<file path="src/rtl/mem_port_arbiter_pkg.sv">
// Shared types and limits for the LSU data-port arbiter.
package mem_arb_pkg;

  typedef enum logic [1:0] {
    IDLE,
    ISSUE,
    WAIT,
    ACK
  } arb_state_e;

  localparam int MAX_RD_LAT = 4;

endpackage

</file>
<file path="src/rtl/mem_port_arbiter_rr_arb2.sv">
// Two-way round-robin pick with a pointer that remembers which master is favoured next.
module rr_arb2 (
  input  logic i_clk,
  input  logic rst,
  input  logic req0,
  input  logic req1,
  input  logic upd_en,
  input  logic upd_ptr,
  output logic gnt
);

  logic ptr;

  // The pointer only breaks ties; a lone requester always wins.
  always_comb begin
    gnt = 1'b0;
    if (req0 && req1) begin
      gnt = ptr;
    end else if (req1) begin
      gnt = 1'b1;
    end
  end

  // Pointer resets to favour m0 and moves only when a transaction completes.
  always_ff @(posedge i_clk) begin
    if (!rst) begin
      ptr <= 1'b0;
    end else if (upd_en) begin
      ptr <= upd_ptr;
    end
  end

endmodule

</file>
<file path="src/rtl/mem_port_arbiter.sv">
// Shares the single LSU data port between the core (m0) and the debug/loader port (m1).
// One transaction in flight at a time, sequenced as issue -> read wait -> ack.
module mem_port_arbiter
  import mem_arb_pkg::*;
#(
  parameter int ADDR_W = 32,
  parameter int DATA_W = 32,
  parameter int RD_LAT = 1
) (
  input  logic              i_clk,
  input  logic              rst,
  input  logic              m0_req,
  input  logic              m0_we,
  input  logic [ADDR_W-1:0] m0_addr,
  input  logic [DATA_W-1:0] m0_wdata,
  output logic              m0_ack,
  output logic [DATA_W-1:0] m0_rdata,
  input  logic              m1_req,
  input  logic              m1_we,
  input  logic [ADDR_W-1:0] m1_addr,
  input  logic [DATA_W-1:0] m1_wdata,
  output logic              m1_ack,
  output logic [DATA_W-1:0] m1_rdata,
  output logic              lsu_we,
  output logic              lsu_re,
  output logic [ADDR_W-1:0] lsu_addr,
  output logic [DATA_W-1:0] lsu_wdata,
  input  logic [DATA_W-1:0] lsu_rdata,
  output logic              o_busy,
  output logic              o_gnt_id
);

  localparam int CNT_W = $clog2(RD_LAT) + 1;

  arb_state_e        state_q;
  logic              we_q;
  logic [ADDR_W-1:0] addr_q;
  logic [DATA_W-1:0] wdata_q;
  logic [DATA_W-1:0] rdata_q;
  logic              gnt_q;
  logic [CNT_W-1:0]  cnt_q;
  logic              pick;
  logic              issuing;
  logic              acking;

  rr_arb2 u_rr_arb2 (
    .i_clk   (i_clk),
    .rst     (rst),
    .req0    (m0_req),
    .req1    (m1_req),
    .upd_en  (acking),
    .upd_ptr (~gnt_q),
    .gnt     (pick)
  );

  // Transaction sequencer: latches the winner's payload once, so later payload changes are ignored.
  always_ff @(posedge i_clk) begin
    if (!rst) begin
      state_q <= IDLE;
      we_q    <= 1'b0;
      addr_q  <= '0;
      wdata_q <= '0;
      rdata_q <= '0;
      gnt_q   <= 1'b0;
      cnt_q   <= '0;
    end else begin
      case (state_q)
        IDLE: begin
          if (m0_req || m1_req) begin
            gnt_q   <= pick;
            we_q    <= pick ? m1_we : m0_we;
            addr_q  <= pick ? m1_addr : m0_addr;
            wdata_q <= pick ? m1_wdata : m0_wdata;
            rdata_q <= '0;
            state_q <= ISSUE;
          end
        end
        ISSUE: begin
          if (we_q) begin
            state_q <= ACK;
          end else begin
            cnt_q   <= CNT_W'(RD_LAT - 1);
            state_q <= WAIT;
          end
        end
        WAIT: begin
          if (cnt_q == '0) begin
            rdata_q <= lsu_rdata;
            state_q <= ACK;
          end else begin
            cnt_q <= cnt_q - CNT_W'(1);
          end
        end
        ACK: begin
          state_q <= IDLE;
        end
        default: begin
          state_q <= IDLE;
        end
      endcase
    end
  end

  // Outputs are pure decodes of the state and the latched transaction.
  always_comb begin
    issuing   = (state_q == ISSUE);
    acking    = (state_q == ACK);
    lsu_we    = issuing && we_q;
    lsu_re    = issuing && !we_q;
    lsu_addr  = issuing ? addr_q : '0;
    lsu_wdata = (issuing && we_q) ? wdata_q : '0;
    m0_ack    = acking && !gnt_q;
    m1_ack    = acking && gnt_q;
    m0_rdata  = m0_ack ? rdata_q : '0;
    m1_rdata  = m1_ack ? rdata_q : '0;
    o_busy    = (state_q != IDLE);
    o_gnt_id  = gnt_q;
  end

endmodule
</file>
<file path="config.mk">
export PLATFORM = sky130hd
export DESIGN_NAME = mem_port_arbiter
export DESIGN_NICKNAME = d
export VERILOG_FILES = /design/src/rtl/mem_port_arbiter_pkg.sv /design/src/rtl/mem_port_arbiter_rr_arb2.sv /design/src/rtl/mem_port_arbiter.sv
export SDC_FILE = /design/constraint.sdc
export NUM_CORES = 1
export LEC_CHECK = 0
export CELL_PAD_IN_SITES_DETAIL_PLACEMENT = 1
export CELL_PAD_IN_SITES_GLOBAL_PLACEMENT = 2
export CORE_MARGIN = 8
export CORE_UTILIZATION = 21
export CTS_CLUSTER_SIZE = 16
export DETAILED_ROUTE_END_ITERATION = 10
export HOLD_SLACK_MARGIN = 0.05
export PLACE_DENSITY = 0.84
export SLEW_MARGIN = 0
export SYNTH_ARGS = -nofsm -noshare
export SYNTH_HDL_FRONTEND = slang
export SYNTH_HIERARCHICAL = 1
export SYNTH_SLANG_ARGS = --single-unit
</file>
<file path="constraint.sdc">
create_clock -name i_clk -period 2.2 [get_ports i_clk]
set_clock_uncertainty 0.2 [all_clocks]
set_input_delay 0.55 -clock i_clk [delete_from_list [all_inputs] [get_ports i_clk]]
set_output_delay 0.55 -clock i_clk [all_outputs]
set_load 0.01 [all_outputs]
</file>
# [Word-level counts from Yosys, hierarchy flattened]
# Cells that the tools add are included.
[word_totals] elab_cells=51 input_bits=166 out_inout_bits=134 register_bits=102
[op_classes] n_reduce_logical=16 mux=19 bitwise=1 add_sub_neg=1 n_eq_ne=6
[ops] op="two-way mux 32 bit" n=8
[ops] op="one-hot mux 32 bit (2 select lines)" n=1
[ops] op="one-hot mux 2 bit (4 select lines)" n=1
[ops] op="two-way mux 1 bit" n=6
[ops] op="!= test 2 bit, second input constant" n=3
[ops] op="AND reduction 2 bit" n=3
[ops] op="nonzero test 2 bit" n=3
[ops] op="logical AND 1 bit" n=5
[ops] op="== test 2 bit, second input constant" n=2
[ops] op="two-way mux 2 bit" n=2
[ops] op="AND reduction 3 bit" n=1
[ops] op="== test 2 x 1 -> 1 bit, second input constant" n=1
[ops] op="zero test 1 bit" n=2
[ops] op="zero test 2 bit" n=1
[ops] op="one-hot mux 1 bit (2 select lines)" n=1
[ops] op="logical OR 1 bit" n=1
[ops] op="NOT 1 bit" n=1
[ops] op="subtractor 1 bit, second input constant" n=1

# [Longest topological paths before layout]
[logic_depth] ltp_word=3 mapped_depth=8 mapped_depth_nobuf=5

# [By module]
# The synthesis kept the hierarchy.
[by_module_without_submodules] mod="mem_port_arbiter" n_inst=1 area_each_um2=5226.3 cells_each=538 seq_area_each_um2=2001.9
[by_module_without_submodules] mod="rr_arb2" n_inst=1 area_each_um2=47.5 cells_each=5 seq_area_each_um2=20.0

# [Worst setup path after synthesis]
# No wires, ideal clock.
[synth_path] path_type="register -> output" startpoint="register state_q[1]" endpoint="output port m0_rdata[10]" t_arrival_ns=1.293 t_required_ns=1.450 path_buffers=1 stages_incl_launch_ff=5 slack_ns=0.157 cell_sequence="dfxtp_1 -> ha_1 -> nor2b_1 -> clkbuf_1 -> and2_1"
[synth_between] elab_chain_len=3
[synth_rtl] element="start: declaration" line_no="mem_port_arbiter.sv:35" rtl="arb_state_e state_q;"
[synth_rtl] element="start signal: assignment" line_no="mem_port_arbiter.sv:59" rtl="state_q <= IDLE;"
[synth_rtl] element="start signal: assignment" line_no="mem_port_arbiter.sv:75" rtl="state_q <= ISSUE;"
[synth_rtl] element="start signal: assignment" line_no="mem_port_arbiter.sv:80" rtl="state_q <= ACK;"
[synth_rtl] element="== test 2 bit" line_no="mem_port_arbiter.sv:107" rtl="acking = (state_q == ACK);"
[synth_rtl] element="via acking" line_no="mem_port_arbiter.sv:44" rtl="logic acking;"
[synth_rtl] element="logical AND 1 bit" line_no="mem_port_arbiter.sv:112" rtl="m0_ack = acking && !gnt_q;"
[synth_rtl] element="two-way mux 32 bit" line_no="mem_port_arbiter.sv:114" rtl="m0_rdata = m0_ack ? rdata_q : '0;"
[synth_rtl] element="end: declaration" line_no="mem_port_arbiter.sv:17" rtl="output logic [DATA_W-1:0] m0_rdata,"
# The timed path passes the listed nets, and every way through them passes these cells.

# [Worst setup path in the final report]
[layout_path] startpoint="register state_q[0]" endpoint="output port lsu_wdata[21]"
[layout_between] elab_chain_len=3
[layout_rtl] element="== test 2 x 1 -> 1 bit" line_no="mem_port_arbiter.sv:106" rtl="issuing = (state_q == ISSUE);"
[layout_rtl] element="logical AND 1 bit" line_no="mem_port_arbiter.sv:111" rtl="lsu_wdata = (issuing && we_q) ? wdata_q : '0;"
[layout_rtl] element="two-way mux 32 bit" line_no="mem_port_arbiter.sv:111"
[layout_rtl] element="end: declaration" line_no="mem_port_arbiter.sv:27" rtl="output logic [DATA_W-1:0] lsu_wdata,"
# Every way passes these cells.

==> impl_results.md <==
- Result of the run: complete, but fails checks
- Violated checks: setup timing
- Clock latency at the later pin of the worst-skew pair: 0.34 ns
- Count of fill cells added during filler insertion: 2,752
- Leakage power of the design: 4.77 nW
- Synth top area cells: sky130_fd_sc_hd__dfxtp_1 (38%), sky130_fd_sc_hd__mux2i_1 (13%), sky130_fd_sc_hd__o211a_1 (12%), sky130_fd_sc_hd__and2_1 (7.7%), sky130_fd_sc_hd__and3_1 (7.7%)
- Most used cells in the layout excluding fill and tap cells: sky130_fd_sc_hd__clkdlybuf4s50_1 (164), sky130_fd_sc_hd__dfxtp_1 (98), sky130_fd_sc_hd__buf_6 (96)
- Number of antenna violations at the first check in global routing: 0
- Row cnt: 58
- Half-perimeter wire length after detailed placement: around 16,000 um
- Root buffer cell: sky130_fd_sc_hd__clkbuf_16
- Detail-routed via count per cell: 4.51
- Initial standard-cell utilization of the core: 21.2%
- Most common cell after layout, fill and taps aside: sky130_fd_sc_hd__clkdlybuf4s50_1
- Crit path arrival time: between 1.5 and 2 ns
- DR iter-0 viols: between 200 and 250
- Ports: 300
- Worst-Margin Slew: 0.498 ns
- Die width: 174 um
- Gr ovfl total: 0
- Synthesis-to-finish area growth: 86.5%
- Share of layout cells above drive strength 1: 36.5%
- Element type at the critical path end: primary output
- Placeable core area: 0.0249 mm^2
- Post-route antenna net violation count: 0
- #FFs+latches synth: 101
- Combined area of the multi-input logic cells: 0.00324 mm^2
- Final worst setup slack: -0.156 ns
- Global placement routability congestion: about 0.75
- Number of levels the H-tree was split into: 3
- Die area: between 0.03 and 0.04 mm^2
- Maximum fanout count along the critical path: 5
- Number of nets at the end of the flow: ~1,000
- Sequential cell area: 0.00203 mm^2
- Combined area of all synthesized cells: approximately 0.0053 mm^2
- Number of standard cells after synthesis: 543
- DRC violation count after routing: 0
- Most common cell on crit path: sky130_fd_sc_hd__buf_6
- Dpl ws: -0.260 ns
- Share of synthesized area occupied by flip-flops and latches: 38.3%
- Critical Path, Cell by Cell: buf_6 -> ha_4 -> buf_12 -> buf_16 -> and3_4 -> buf_6
- Count of final max-slew check failures: 0
- CTS max path bufs: 2
- Total CTS buffers: 9
- Input/output buffers: 299
- Rel. slew slack: 66.8%
- Share of the core filled with cells in the final layout: 39.5%
- Critical path required time: 1.45 ns
- Height of the die: about 170 um
- Overall global routing resource usage: roughly 15%
- Hold-fix buffers, CTS: 0
- Syn Area/Cell: 9.71 um^2
- Cell taking the most area after synthesis: sky130_fd_sc_hd__dfxtp_1
- Delay of the slowest cell on the worst path: between 0.3 and 0.4 ns
- First-pass GRT wire length: 35,400 um
- Routed wire length: 23,400 um
- Power density normalized to cell area: 856 mW/mm^2
- Via count of the first global-routing pass: between 5,000 and 6,000
- Startpoint types: flip-flop
- Total setup violations reported at the end of the flow: between 100 and 150
- Final worst path period need: 2.36 ns
- CTS tree: built
- Setup Crit Path Kind: reg -> out
- Peak supply drop: 346 uV
- Slowest stage cell on the critical path: sky130_fd_sc_hd__dfxtp_4
- Hold crit path type: reg -> reg
- Final hold violations: 0
- Max-cap violation count: 0
- Drt wl/cell: 19.6 um
- Crit share post-route: 107%
- Fmax: ~0.42 GHz
- Number of buffers and inverters on the critical path: 4
- Family of cells with the greatest summed delay on the critical path: buffers and inverters
- Synth unique cells: 24
- Synthesized Nets: roughly 710
- RSZ-0062 raised after global routing: yes
- Reg clk slew, reported paths: ~0.070 ns
- Total via count in the routed design: 5,368
- Maximum number of pins on one net before global-route repair: 49
- Number of sinks on the clock net: 101
- Pre-antenna DRT Iters: 4
- YS warnings: 6
- Antenna cells: 0
- Yosys top cell area share: about two fifths
==> sequential cells by signal, indices dropped and copies added (netlist names) <==
register,cells
wdata_q,32
we_q,1
state_q,2
u_rr_arb2/ptr,1
addr_q,32
o_gnt_id,1
rdata_q,32
==> final cells by class <==
type	count	area share (%)
clock inverters	6	0.458
repair buffers	358	39.1
well taps	330	4.20
multi-input cells	381	33.0
flip-flops and latches	101	20.7
clock buffers	10	2.43
inverters	5	0.191
==> kinds of logic (layout without fill, tap and decap cells) <==
| group | after synthesis | in the layout | share of synthesized area, % |
|---|---|---|---|
| DFF | 101 | 101 | 38.3 |
| muxes | 68 | 68 | 12.9 |
| adders and majority gates | 5 | 5 | 1.19 |
| and+or+nand+nor | 207 | 207 | 21.7 |
| buffers and inverters | 61 | 379 | 7.59 |
| AOI/OAI and AO/OA | 101 | 101 | 18.3 |
==> path summary, 6_finish.rpt <==
| kind | startpoint | to | slack (ns) | cells past startpoint |
|---|---|---|---|---|
| worst max-delay path | state_q[0]$_SDFFE_PN0P_ | lsu_wdata[21] | -0.16 | 6 |
| worst min-delay path | wdata_q[23]$_SDFFE_PN0P_ | wdata_q[23]$_SDFFE_PN0P_ | 0.29 | 1 |
| worst max register to register | state_q[0]$_SDFFE_PN0P_ | state_q[0]$_SDFFE_PN0P_ | 0.08 | 7 |
| worst min register to register | wdata_q[23]$_SDFFE_PN0P_ | wdata_q[23]$_SDFFE_PN0P_ | 0.29 | 1 |
==> cell usage after synthesis <==
cell type,number
sky130_fd_sc_hd__dfxtp_1,101
sky130_fd_sc_hd__mux2i_1,68
sky130_fd_sc_hd__nand2_1,66
sky130_fd_sc_hd__and2_1,65
sky130_fd_sc_hd__and3_1,65
sky130_fd_sc_hd__o211a_1,65
sky130_fd_sc_hd__a22o_1,32
sky130_fd_sc_hd__clkbuf_1,25
sky130_fd_sc_hd__buf_6,20
sky130_fd_sc_hd__buf_2,8
sky130_fd_sc_hd__ha_1,5
sky130_fd_sc_hd__inv_1,5
sky130_fd_sc_hd__nor2b_1,4
sky130_fd_sc_hd__buf_4,3
sky130_fd_sc_hd__nor2_1,2
sky130_fd_sc_hd__a21boi_0,1
sky130_fd_sc_hd__and2_4,1
sky130_fd_sc_hd__and2b_1,1
sky130_fd_sc_hd__nor2_2,1
sky130_fd_sc_hd__nor3b_4,1
sky130_fd_sc_hd__o21a_1,1
sky130_fd_sc_hd__o21a_4,1
sky130_fd_sc_hd__o21ai_0,1
sky130_fd_sc_hd__or4_1,1
==> repair_timing <==
action                                  CTS  global route
gates resized for setup                 712            55
hold endpoints to repair                  0             0
cloned                                   14             0
endpoints found under the setup margin  134           134
pin swaps                                30             2
buffers inserted                          8             1
==> layer usage <==
metal | up-vias | share of wire [%] | track usage, %
li1 | 2565 | - | -
met1 | 2548 | 42 | 16.8
met2 | 233 | 48 | 24.9
met3 | 22 | 7.8 | 5.42
met4 | 0 | 1.9 | 5.20
met5 | - | 0 | 0
==> through the flow <==
step	setup TNS (ns)	power (W)	hold slack [ns]	instance area [um^2]	instances
floorplan	0	0.00457	0.255	5270	543
global placement	-25.25	0.00592	0.269	8760	1154
detailed placement	-29.77	0.00601	0.275	8760	1154
CTS	-12.51	0.00858	0.298	9620	1192
global route	-15.51	0.00896	0.314	9840	1191
finish	-9.66	0.00843	0.293	9840	1191
==> report_power, final <==
part | internal, W | switching (W)
Sequential | 0.00235 | 0.000311
Clock | 0.000811 | 0.000774
Combinational | 0.00224 | 0.00194
Total | 0.00540 | 0.00302
No activity file was read; power rests on OpenSTA's default activity.
